<file path="config.mk">
export PLATFORM = sky130hd
export DESIGN_NAME = alu_op_sequencer_flat
export DESIGN_NICKNAME = d
export VERILOG_FILES = /design/src/rtl/alu_op_sequencer_if.sv /design/src/rtl/alu_op_sequencer.sv /design/src/flat_wrapper.sv
export SDC_FILE = /design/constraint.sdc
export NUM_CORES = 1
export LEC_CHECK = 0
export BUFFER_PORTS_ARGS = -buffer_cell sky130_fd_sc_hd__buf_2
export CORE_ASPECT_RATIO = 0.75
export CORE_UTILIZATION = 43
export DETAILED_ROUTE_END_ITERATION = 7
export PLACE_DENSITY = 0.77
export SLEW_MARGIN = 20
export SYNTH_ARGS = -nofsm -noshare
export SYNTH_HDL_FRONTEND = slang
export SYNTH_SLANG_ARGS = --single-unit
export TNS_END_PERCENT = 20
</file>
<file path="constraint.sdc">
create_clock -name clk -period 1.5 [get_ports clk]
set_clock_uncertainty 0.1 [all_clocks]
set_input_delay 0.225 -clock clk [delete_from_list [all_inputs] [get_ports clk]]
set_output_delay 0.225 -clock clk [all_outputs]
set_load 0.03 [all_outputs]
</file>
<file path="src/rtl/alu_op_sequencer_if.sv">
// Command/response channel between the CPU control path and alu_op_sequencer.
//   master : CPU side; drives cmd_valid/cmd_op/cmd_a/cmd_b and rsp_ready
//   slave  : sequencer side; drives cmd_ready and rsp_valid/rsp_data/rsp_carry/rsp_err
interface alu_op_sequencer_if;
  logic        cmd_valid;
  logic        cmd_ready;
  logic [2:0]  cmd_op;
  logic [15:0] cmd_a;
  logic [15:0] cmd_b;
  logic        rsp_valid;
  logic        rsp_ready;
  logic [15:0] rsp_data;
  logic        rsp_carry;
  logic        rsp_err;

  modport master (
    output cmd_valid, cmd_op, cmd_a, cmd_b, rsp_ready,
    input  cmd_ready, rsp_valid, rsp_data, rsp_carry, rsp_err
  );

  modport slave (
    input  cmd_valid, cmd_op, cmd_a, cmd_b, rsp_ready,
    output cmd_ready, rsp_valid, rsp_data, rsp_carry, rsp_err
  );
endinterface

</file>
<file path="src/rtl/alu_op_sequencer.sv">
// Registered command front-end for a 16-bit combinational ALU. One transaction in flight:
// accept a command in IDLE, drive the ALU from registers, wait (mul/div only), capture the
// ALU result/carry, then hold the response until it is consumed.
//
// Ports:
//   clk, rst_n        clock, asynchronous active-low reset
//   bus (slave)       cmd valid/ready/op/a/b and rsp valid/ready/data/carry/err
//   alu_a/alu_b       registered operands to the ALU
//   alu_select        registered ALU select code
//   alu_out/alu_carry combinational ALU result and a+b carry
//   busy              high whenever the FSM is not idle
//   op_count          count of consumed responses (wraps)
//
// Optional feature: define ALU_SEQ_DIVZERO_EN to flag divide-by-zero (rsp_err=1, data=FFFF).
module alu_op_sequencer #(
  parameter int unsigned MULDIV_WAIT = 2
) (
  input  logic               clk,
  input  logic               rst_n,
  alu_op_sequencer_if.slave  bus,
  output logic [15:0]        alu_a,
  output logic [15:0]        alu_b,
  output logic [2:0]         alu_select,
  input  logic [15:0]        alu_out,
  input  logic               alu_carry,
  output logic               busy,
  output logic [15:0]        op_count
);

  localparam logic [3:0] WaitLoad = 4'(MULDIV_WAIT);
  localparam logic [2:0] OpAdd    = 3'b100;
  localparam logic [2:0] OpDiv    = 3'b111;

  typedef enum logic [1:0] {StIdle, StExec, StResp} state_e;

  state_e      state_q, state_d;
  logic [3:0]  wait_q, wait_d;
  logic [15:0] alu_a_q, alu_a_d;
  logic [15:0] alu_b_q, alu_b_d;
  logic [2:0]  alu_sel_q, alu_sel_d;
  logic [15:0] rsp_data_q, rsp_data_d;
  logic        rsp_carry_q, rsp_carry_d;
  logic [15:0] count_q, count_d;
`ifdef ALU_SEQ_DIVZERO_EN
  logic        rsp_err_q, rsp_err_d;
`endif

  always_comb begin
    state_d     = state_q;
    wait_d      = wait_q;
    alu_a_d     = alu_a_q;
    alu_b_d     = alu_b_q;
    alu_sel_d   = alu_sel_q;
    rsp_data_d  = rsp_data_q;
    rsp_carry_d = rsp_carry_q;
    count_d     = count_q;
`ifdef ALU_SEQ_DIVZERO_EN
    rsp_err_d   = rsp_err_q;
`endif
    case (state_q)
      StIdle: begin
        if (bus.cmd_valid) begin
          alu_a_d   = bus.cmd_a;
          alu_b_d   = bus.cmd_b;
          alu_sel_d = bus.cmd_op;
          // Ops 110/111 (mul/div) get extra settle cycles.
          wait_d    = (bus.cmd_op[2:1] == 2'b11) ? WaitLoad : 4'd0;
          state_d   = StExec;
        end
      end
      StExec: begin
        if (wait_q != 4'd0) begin
          wait_d = wait_q - 4'd1;
        end else begin
          rsp_data_d  = alu_out;
          // The ALU reports a+b carry for every op; it only means something for add.
          rsp_carry_d = (alu_sel_q == OpAdd) && alu_carry;
`ifdef ALU_SEQ_DIVZERO_EN
          if ((alu_sel_q == OpDiv) && (alu_b_q == 16'h0000)) begin
            rsp_data_d = 16'hFFFF;
            rsp_err_d  = 1'b1;
          end else begin
            rsp_err_d  = 1'b0;
          end
`endif
          state_d = StResp;
        end
      end
      StResp: begin
        if (bus.rsp_ready) begin
          count_d = count_q + 16'd1;
          state_d = StIdle;
        end
      end
      default: state_d = StIdle;
    endcase
  end

  always_ff @(posedge clk or negedge rst_n) begin
    if (!rst_n) begin
      state_q     <= StIdle;
      wait_q      <= 4'd0;
      alu_a_q     <= 16'h0000;
      alu_b_q     <= 16'h0000;
      alu_sel_q   <= 3'b000;
      rsp_data_q  <= 16'h0000;
      rsp_carry_q <= 1'b0;
      count_q     <= 16'h0000;
    end else begin
      state_q     <= state_d;
      wait_q      <= wait_d;
      alu_a_q     <= alu_a_d;
      alu_b_q     <= alu_b_d;
      alu_sel_q   <= alu_sel_d;
      rsp_data_q  <= rsp_data_d;
      rsp_carry_q <= rsp_carry_d;
      count_q     <= count_d;
    end
  end

`ifdef ALU_SEQ_DIVZERO_EN
  always_ff @(posedge clk or negedge rst_n) begin
    if (!rst_n) begin
      rsp_err_q <= 1'b0;
    end else begin
      rsp_err_q <= rsp_err_d;
    end
  end
  assign bus.rsp_err = rsp_err_q;
`else
  // OpDiv is only needed by the divide-by-zero check.
  logic unused_opdiv;
  assign unused_opdiv = ^OpDiv;
  assign bus.rsp_err  = 1'b0;
`endif

  assign bus.cmd_ready = (state_q == StIdle);
  assign bus.rsp_valid = (state_q == StResp);
  assign bus.rsp_data  = rsp_data_q;
  assign bus.rsp_carry = rsp_carry_q;
  assign alu_a         = alu_a_q;
  assign alu_b         = alu_b_q;
  assign alu_select    = alu_sel_q;
  assign busy          = (state_q != StIdle);
  assign op_count      = count_q;

endmodule
</file>
<file path="src/flat_wrapper.sv">
// flat-port wrapper written by rule: the top's interface ports become plain ports
module alu_op_sequencer_flat 
#(
  parameter int unsigned MULDIV_WAIT = 2
)
  (clk, rst_n, alu_a, alu_b, alu_select, alu_out, alu_carry, busy, op_count, bus_cmd_valid, bus_cmd_op, bus_cmd_a, bus_cmd_b, bus_rsp_ready, bus_cmd_ready, bus_rsp_valid, bus_rsp_data, bus_rsp_carry, bus_rsp_err);
  alu_op_sequencer_if bus_i ();
  input  logic clk;
  input  logic rst_n;
  output logic [15:0] alu_a;
  output logic [15:0] alu_b;
  output logic [2:0] alu_select;
  input  logic [15:0] alu_out;
  input  logic alu_carry;
  output logic busy;
  output logic [15:0] op_count;
  input wire logic [$bits(bus_i.cmd_valid)-1:0] bus_cmd_valid;
  input wire logic [$bits(bus_i.cmd_op)-1:0] bus_cmd_op;
  input wire logic [$bits(bus_i.cmd_a)-1:0] bus_cmd_a;
  input wire logic [$bits(bus_i.cmd_b)-1:0] bus_cmd_b;
  input wire logic [$bits(bus_i.rsp_ready)-1:0] bus_rsp_ready;
  output wire logic [$bits(bus_i.cmd_ready)-1:0] bus_cmd_ready;
  output wire logic [$bits(bus_i.rsp_valid)-1:0] bus_rsp_valid;
  output wire logic [$bits(bus_i.rsp_data)-1:0] bus_rsp_data;
  output wire logic [$bits(bus_i.rsp_carry)-1:0] bus_rsp_carry;
  output wire logic [$bits(bus_i.rsp_err)-1:0] bus_rsp_err;
  assign bus_i.cmd_valid = bus_cmd_valid;
  assign bus_i.cmd_op = bus_cmd_op;
  assign bus_i.cmd_a = bus_cmd_a;
  assign bus_i.cmd_b = bus_cmd_b;
  assign bus_i.rsp_ready = bus_rsp_ready;
  assign bus_cmd_ready = bus_i.cmd_ready;
  assign bus_rsp_valid = bus_i.rsp_valid;
  assign bus_rsp_data = bus_i.rsp_data;
  assign bus_rsp_carry = bus_i.rsp_carry;
  assign bus_rsp_err = bus_i.rsp_err;
  alu_op_sequencer #(.MULDIV_WAIT(MULDIV_WAIT)) u_core (.clk(clk), .rst_n(rst_n), .bus(bus_i), .alu_a(alu_a), .alu_b(alu_b), .alu_select(alu_select), .alu_out(alu_out), .alu_carry(alu_carry), .busy(busy), .op_count(op_count));
endmodule
</file>
# Word-level counts from Yosys, hierarchy flattened
# Cells that the tools add are included.
# totals
regBits	74
inputBits	56
# classes
n_addsub	2
eq_ne	8
muxes	8
n_bitwise	1
reduce_logical	10
# op_table
cell	count
$add A16 B1 Y16 const B	1
$mux W2	4
$mux W4	2
$pmux W4 S2	1
$ne A2 B2 Y1 const B	3
$pmux W2 S3	1
$reduce_and A2 Y1	3
$reduce_and A3 Y1	2
$eq A2 B2 Y1 const B	2
$reduce_bool A2 Y1	2
$reduce_bool A4 Y1	1
$sub A4 B1 Y4 const B	1
$eq A3 B3 Y1 const B	1
$eq A2 B1 Y1 const B	1
$logic_not A2 Y1	1
$ne A2 B1 Y1 const B	1
$logic_and A1 B1 Y1	1
$not A1 Y1	1

# Depth between registers and ports, before layout
# depth
ltp_word	4
depth_mapped	7
mapped_depth_nobuf	6

# Worst setup path after synthesis
# No wires, ideal clock.
# synth_path
path_kind	register to register
from	register u_core.state_q[1]
to	register u_core.alu_a_q[0] (netlist: u_core.alu_a[0])
setup_ns	0.125
arrival_time_ns	1.549
required_ns	1.275
slack_ns	-0.274
stages_incl_launch_ff	6
path_buffers	2
period_less_slack_ns	1.774
cell_sequence	dfrtp_1 > nor2_2 > and2_1 > buf_6 > buf_6 > mux2_4
# synth_between
elab_chain_cells	2
# synth_lines
item	line	text
start: declaration	alu_op_sequencer.sv:36	state_e state_q, state_d;
start signal: assignment	alu_op_sequencer.sv:101	state_q <= StIdle;
start signal: assignment	alu_op_sequencer.sv:110	state_q <= state_d;
$logic_not A2 Y1	--	
via bus_cmd_ready	flat_wrapper.sv:22	output wire logic [$bits(bus_i.cmd_ready)-1:0] bus_cmd_ready;
$reduce_and A2 Y1 (no line)	--	
end signal: assignment	alu_op_sequencer.sv:112	alu_a_q <= alu_a_d;
end: declaration	alu_op_sequencer.sv:38	logic [15:0] alu_a_q, alu_a_d;
# The timed path passes the listed nets, and every way through them passes these cells.
# A chain may end at the register's enable or synchronous reset.

# Worst setup path after layout
# layout_path
from	register u_core.wait_q[1]
to	register u_core.wait_q[1]
# layout_between
elab_chain_cells	3
word_cells_on_any_way	6
classes_between	1 x add/sub; 1 x eq/ne; 2 x mux; 2 x reduce/logical
# layout_lines
item	line	text
start: declaration	alu_op_sequencer.sv:37	logic [3:0] wait_q, wait_d;
start signal: assignment	alu_op_sequencer.sv:111	wait_q <= wait_d;
$sub A4 B1 Y4 or $reduce_bool A4 Y1 (tied branches)	alu_op_sequencer.sv:73, alu_op_sequencer.sv:72	
$mux W4 or $ne A2 B1 Y1 (tied branches)	--	
$pmux W4 S2 or $reduce_and A3 Y1 (tied branches)	--	
# Parallel ways exist; a longest one is shown, timed or not. The select of a mux whose other input is x is not followed.

==> results.toml <==
[synth]
synth.area.top_cells = "sky130_fd_sc_hd__dfrtp_1 59%, sky130_fd_sc_hd__mux2_4 16%, sky130_fd_sc_hd__mux2_2 6.8%"
top_cells_by_instance_count_after_synthesis = "74 x sky130_fd_sc_hd__dfrtp_1, 33 x sky130_fd_sc_hd__mux2_4, 19 x sky130_fd_sc_hd__mux2_2"
synthSimpleGateAreaFrac_pct = 9.02
synth-async-reset-ratio_pct = 100
synthesis.yosys.warnings = 0
main_combinational_cell_family_by_area_after_synthesis = "multiplexers"
netlist-cell-type-count = 30
synth.avg_cell_area_um2 = 15.1
synth_top_flop_cell = "sky130_fd_sc_hd__dfrtp_1"
fraction_of_synthesized_area_in_multiplexers_pct = 22.4
synthXorXnorAreaFrac_pct = 4.71
synthDominantAreaCellType = "sky130_fd_sc_hd__dfrtp_1"
synth_top_area_share_pct = 58.5
syn-num-nets = 268
synth.yosys.seq_area_share_pct = 58.5
yosys_register_bits = 74
syn-instance-count = 209
synth-edff-count = 0
synthesis.area_um2 = 3160
synth_fa_ha_area_share_pct = 1.19
synth-compound-area-share_pct = 1.38
synth_most_common_cell = "sky130_fd_sc_hd__dfrtp_1"

[floorplanning]
initial_core_util_pct = 45.4
row_count = 26
die_height_um = 76.3
dieArea_um2 = 7710
fp.dieW_um = 101
io_pins = 128
design.core.area_um2 = 6960

[finish]
area_growth_syn_to_layout_pct = 55.9
drive_gt1_share_pct = 62.0
insertedDiodeCount = 0
finalNetCount = 470
postLayoutCoreUtil_pct = 70.8
final_cell_area_um2 = 4930

[power_and_ir_drop]
power_report.internal_total_w = 0.00635
vdd.ir_drop.worst_uv = 1620
power_per_cell_area_nw_per_um2 = 2190
power.share.combinational_pct = 52.7
power.leakage_nw = 2.50
power.clock.fraction_pct = 16.0
switchingPower_w = 0.00447
power.share.sequential_pct = 31.3
sw_frac_of_total_pct = 41.3
design_power_total_w = 0.0108

[clocking]
clockRootBuffer = "sky130_fd_sc_hd__clkbuf_8"
clock_insertion_delay_at_the_later_pin_of_the_skew_report_ns = 0.34
tritoncts = "built"
cts.sink_count = 74
clock_tree.htree_level_count = 3
max_root_sink_buffers = 2
clkSlewWorstSetupHoldPaths_ns = 0.08
cts_buffers = 9

[status]
status = "complete, but fails checks"
violations = "setup timing"

[grt]
globalRouteTotalUtil_pct = 22.0
antenna_found_initial = 0
first_global_vias = 2636
pin_count_of_the_biggest_net_entering_global_routing = 75
grt_overflow = 0
grt_pass1_wl_um = 13000

[worst_setup_path]
path_class = "reg -> reg"
critPathCaptureType = "flip-flop"
crit-reg2reg-launch = "u_core.wait_q[1]$_DFFE_PN0P_"
cells_on_worst_reg2reg_path = 6
critical_path.top_delay_family = "flip-flops"
timing.critical_path.fanout_max = 3
kind_of_start_point_of_the_critical_path = "flip-flop"
cp_slowest_stage_delay_ns = 0.37
destination_of_the_worst_register_to_register_timing_path = "u_core.wait_q[1]$_DFFE_PN0P_"
crit_path_buf_inv_count = 2
setup.reg_to_reg.worst_slack_ns = -0.17
slowest_stage = "sky130_fd_sc_hd__dfrtp_1"
required_ns = 1.64
crit_arrival_ns = 1.81
cp_cell_sequence = "inv_2, ha_4, nor3b_4, buf_4, a211oi_4, mux2_4"

[timing]
finalHoldViolations = 0
finalCritPeriodShare_pct = 112
setup_ws_ns = -0.173
finalSetupViolCount = 64
final_sum_of_negative_setup_slack_ns = -4.64
grt_setup_unrepaired = "yes"
finalCriticalPeriod_ns = 1.67
finalMaxSlewViolations = 0
hold-worst-slack_ns = 0.0134
fmax_ghz = 0.598

[min_path]
holdCritStartpoint = "alu_out[0]"
holdPathEnd = "u_core.bus.rsp_data[0]$_DFFE_PN0P_"
worst_hold_path_type = "in -> reg"
whs_path_depth = 2

[place]
placed_cell_area_um2 = 4060
io_buffers = 126
gp_congestion = 0.767
hpwl_reported_at_the_end_of_detailed_placement_um = 4580

[detailed_routing]
detailroute.via_count = 2456
drt_first_pass_iters = 4
number_of_drc_violations_after_detailed_routing_iteration_0 = 47
remaining_drc_errors = 0
totalWireLength_um = 7980
viasPerCell = 4.78
ant_nets = 0
wl_per_cell_um = 15.5

[job]
drv_cap = 0
[layout make-up]
type                    instances  area [µm²]
multi-input cells             127        1400
inverters                       4        17.5
clock inverters                 7         101
well taps                      98         123
flip-flops and latches         74        1850
repair buffers                195        1310
clock buffers                   9         124
fillers                       499        2030
[worst max-delay path by stage]
| stage | from | to | slack [ns] | cells after the start |
|---|---|---|---|---|
| floorplan | u_core.wait_q[0]$_DFFE_PN0P_ | u_core.wait_q[1]$_DFFE_PN0P_ | -0.15 | 5 |
| global placement | u_core.wait_q[0]$_DFFE_PN0P_ | u_core.wait_q[1]$_DFFE_PN0P_ | -0.18 | 5 |
| detailed placement | u_core.wait_q[0]$_DFFE_PN0P_ | u_core.wait_q[1]$_DFFE_PN0P_ | -0.26 | 5 |
| CTS | u_core.wait_q[1]$_DFFE_PN0P_ | u_core.wait_q[1]$_DFFE_PN0P_ | -0.14 | 6 |
| global route | u_core.wait_q[1]$_DFFE_PN0P_ | u_core.bus.rsp_data[1]$_DFFE_PN0P_ | -0.22 | 6 |
| finish | u_core.wait_q[1]$_DFFE_PN0P_ | u_core.wait_q[1]$_DFFE_PN0P_ | -0.17 | 6 |
[metal layers]
metal  part of all wire (%)  wire length [µm]  global-route usage [%]
met1                     41              3250                    26.6
met5                      0                 0                       0
met4                   0.58                46                    6.23
met3                    6.8               540                    6.51
met2                     52              4140                    37.9
[cell usage in the layout (no fill, tap or decap), drive strengths merged, types with 3 or more instances in the layout]
cell         synthesis  layout
and2                 3       3
buf                  6     160
clkbuf               1       9
dfrtp               74      74
dlygate4sd3          0      35
ha                   3       3
inv                  4       6
mux2                52      52
nand2               11      14
nand3                9       9
nand4                6       6
nor2                 6       6
xnor2               10      10
xor2                 7       7
[cell families after synthesis]
| logic type | Yosys count |
|---|---|
| fa+ha+maj | 3 |
| flops | 74 |
| mux | 52 |
| simple gates | 45 |
| compound gates | 6 |
| buf+inv | 11 |
| xor+xnor | 17 |
| other cells | 1 |
[worst reg2reg max path, delay by kind of cell, from the launching register on]
family,cells,cell delay (ns)
compound gates,1,0.25
buf+inv,2,0.21
flops,1,0.37
simple gates,1,0.15
mux,1,0.33
fa+ha+maj,1,0.15
[sequential cells by signal (all words and copies together) (netlist names)]
name	count
u_core.state_q	2
u_core.alu_b	16
u_core.wait_q	4
u_core.alu_a	16
u_core.alu_select	3
u_core.bus.rsp_carry	1
u_core.bus.rsp_data	16
u_core.op_count	16
[per-stage QoR]
stage	setup slack [ns]	instances
after global routing	-0.220	514
after detailed placement	-0.265	448
final	-0.173	514
after floorplan	-0.152	209
after global placement	-0.179	448
after CTS	-0.135	508
[repair_timing]
| action | in CTS | in global routing |
|---|---|---|
| hold buffers | 32 | 3 |
| cloned | 2 | 1 |
| pin swaps | 9 | 6 |
| setup buffers | 10 | 2 |
| endpoints found under the setup margin | 53 | 73 |
| resized for setup | 29 | 14 |
| endpoints found under the hold margin | 105 | 3 |
[power groups by stage]
stage | registers (W) | clock network, W | logic, W
4_1_cts | 0.00335 | 0.00178 | 0.00543
2_1_floorplan | 0.00486 | 0 | 0.00194
3_5_place_dp | 0.00336 | 0 | 0.00488
5_1_grt | 0.00349 | 0.00187 | 0.00602
3_3_place_gp | 0.00333 | 0 | 0.00478
6_report | 0.00339 | 0.00173 | 0.00570
(Power assumes the default switching activity.)
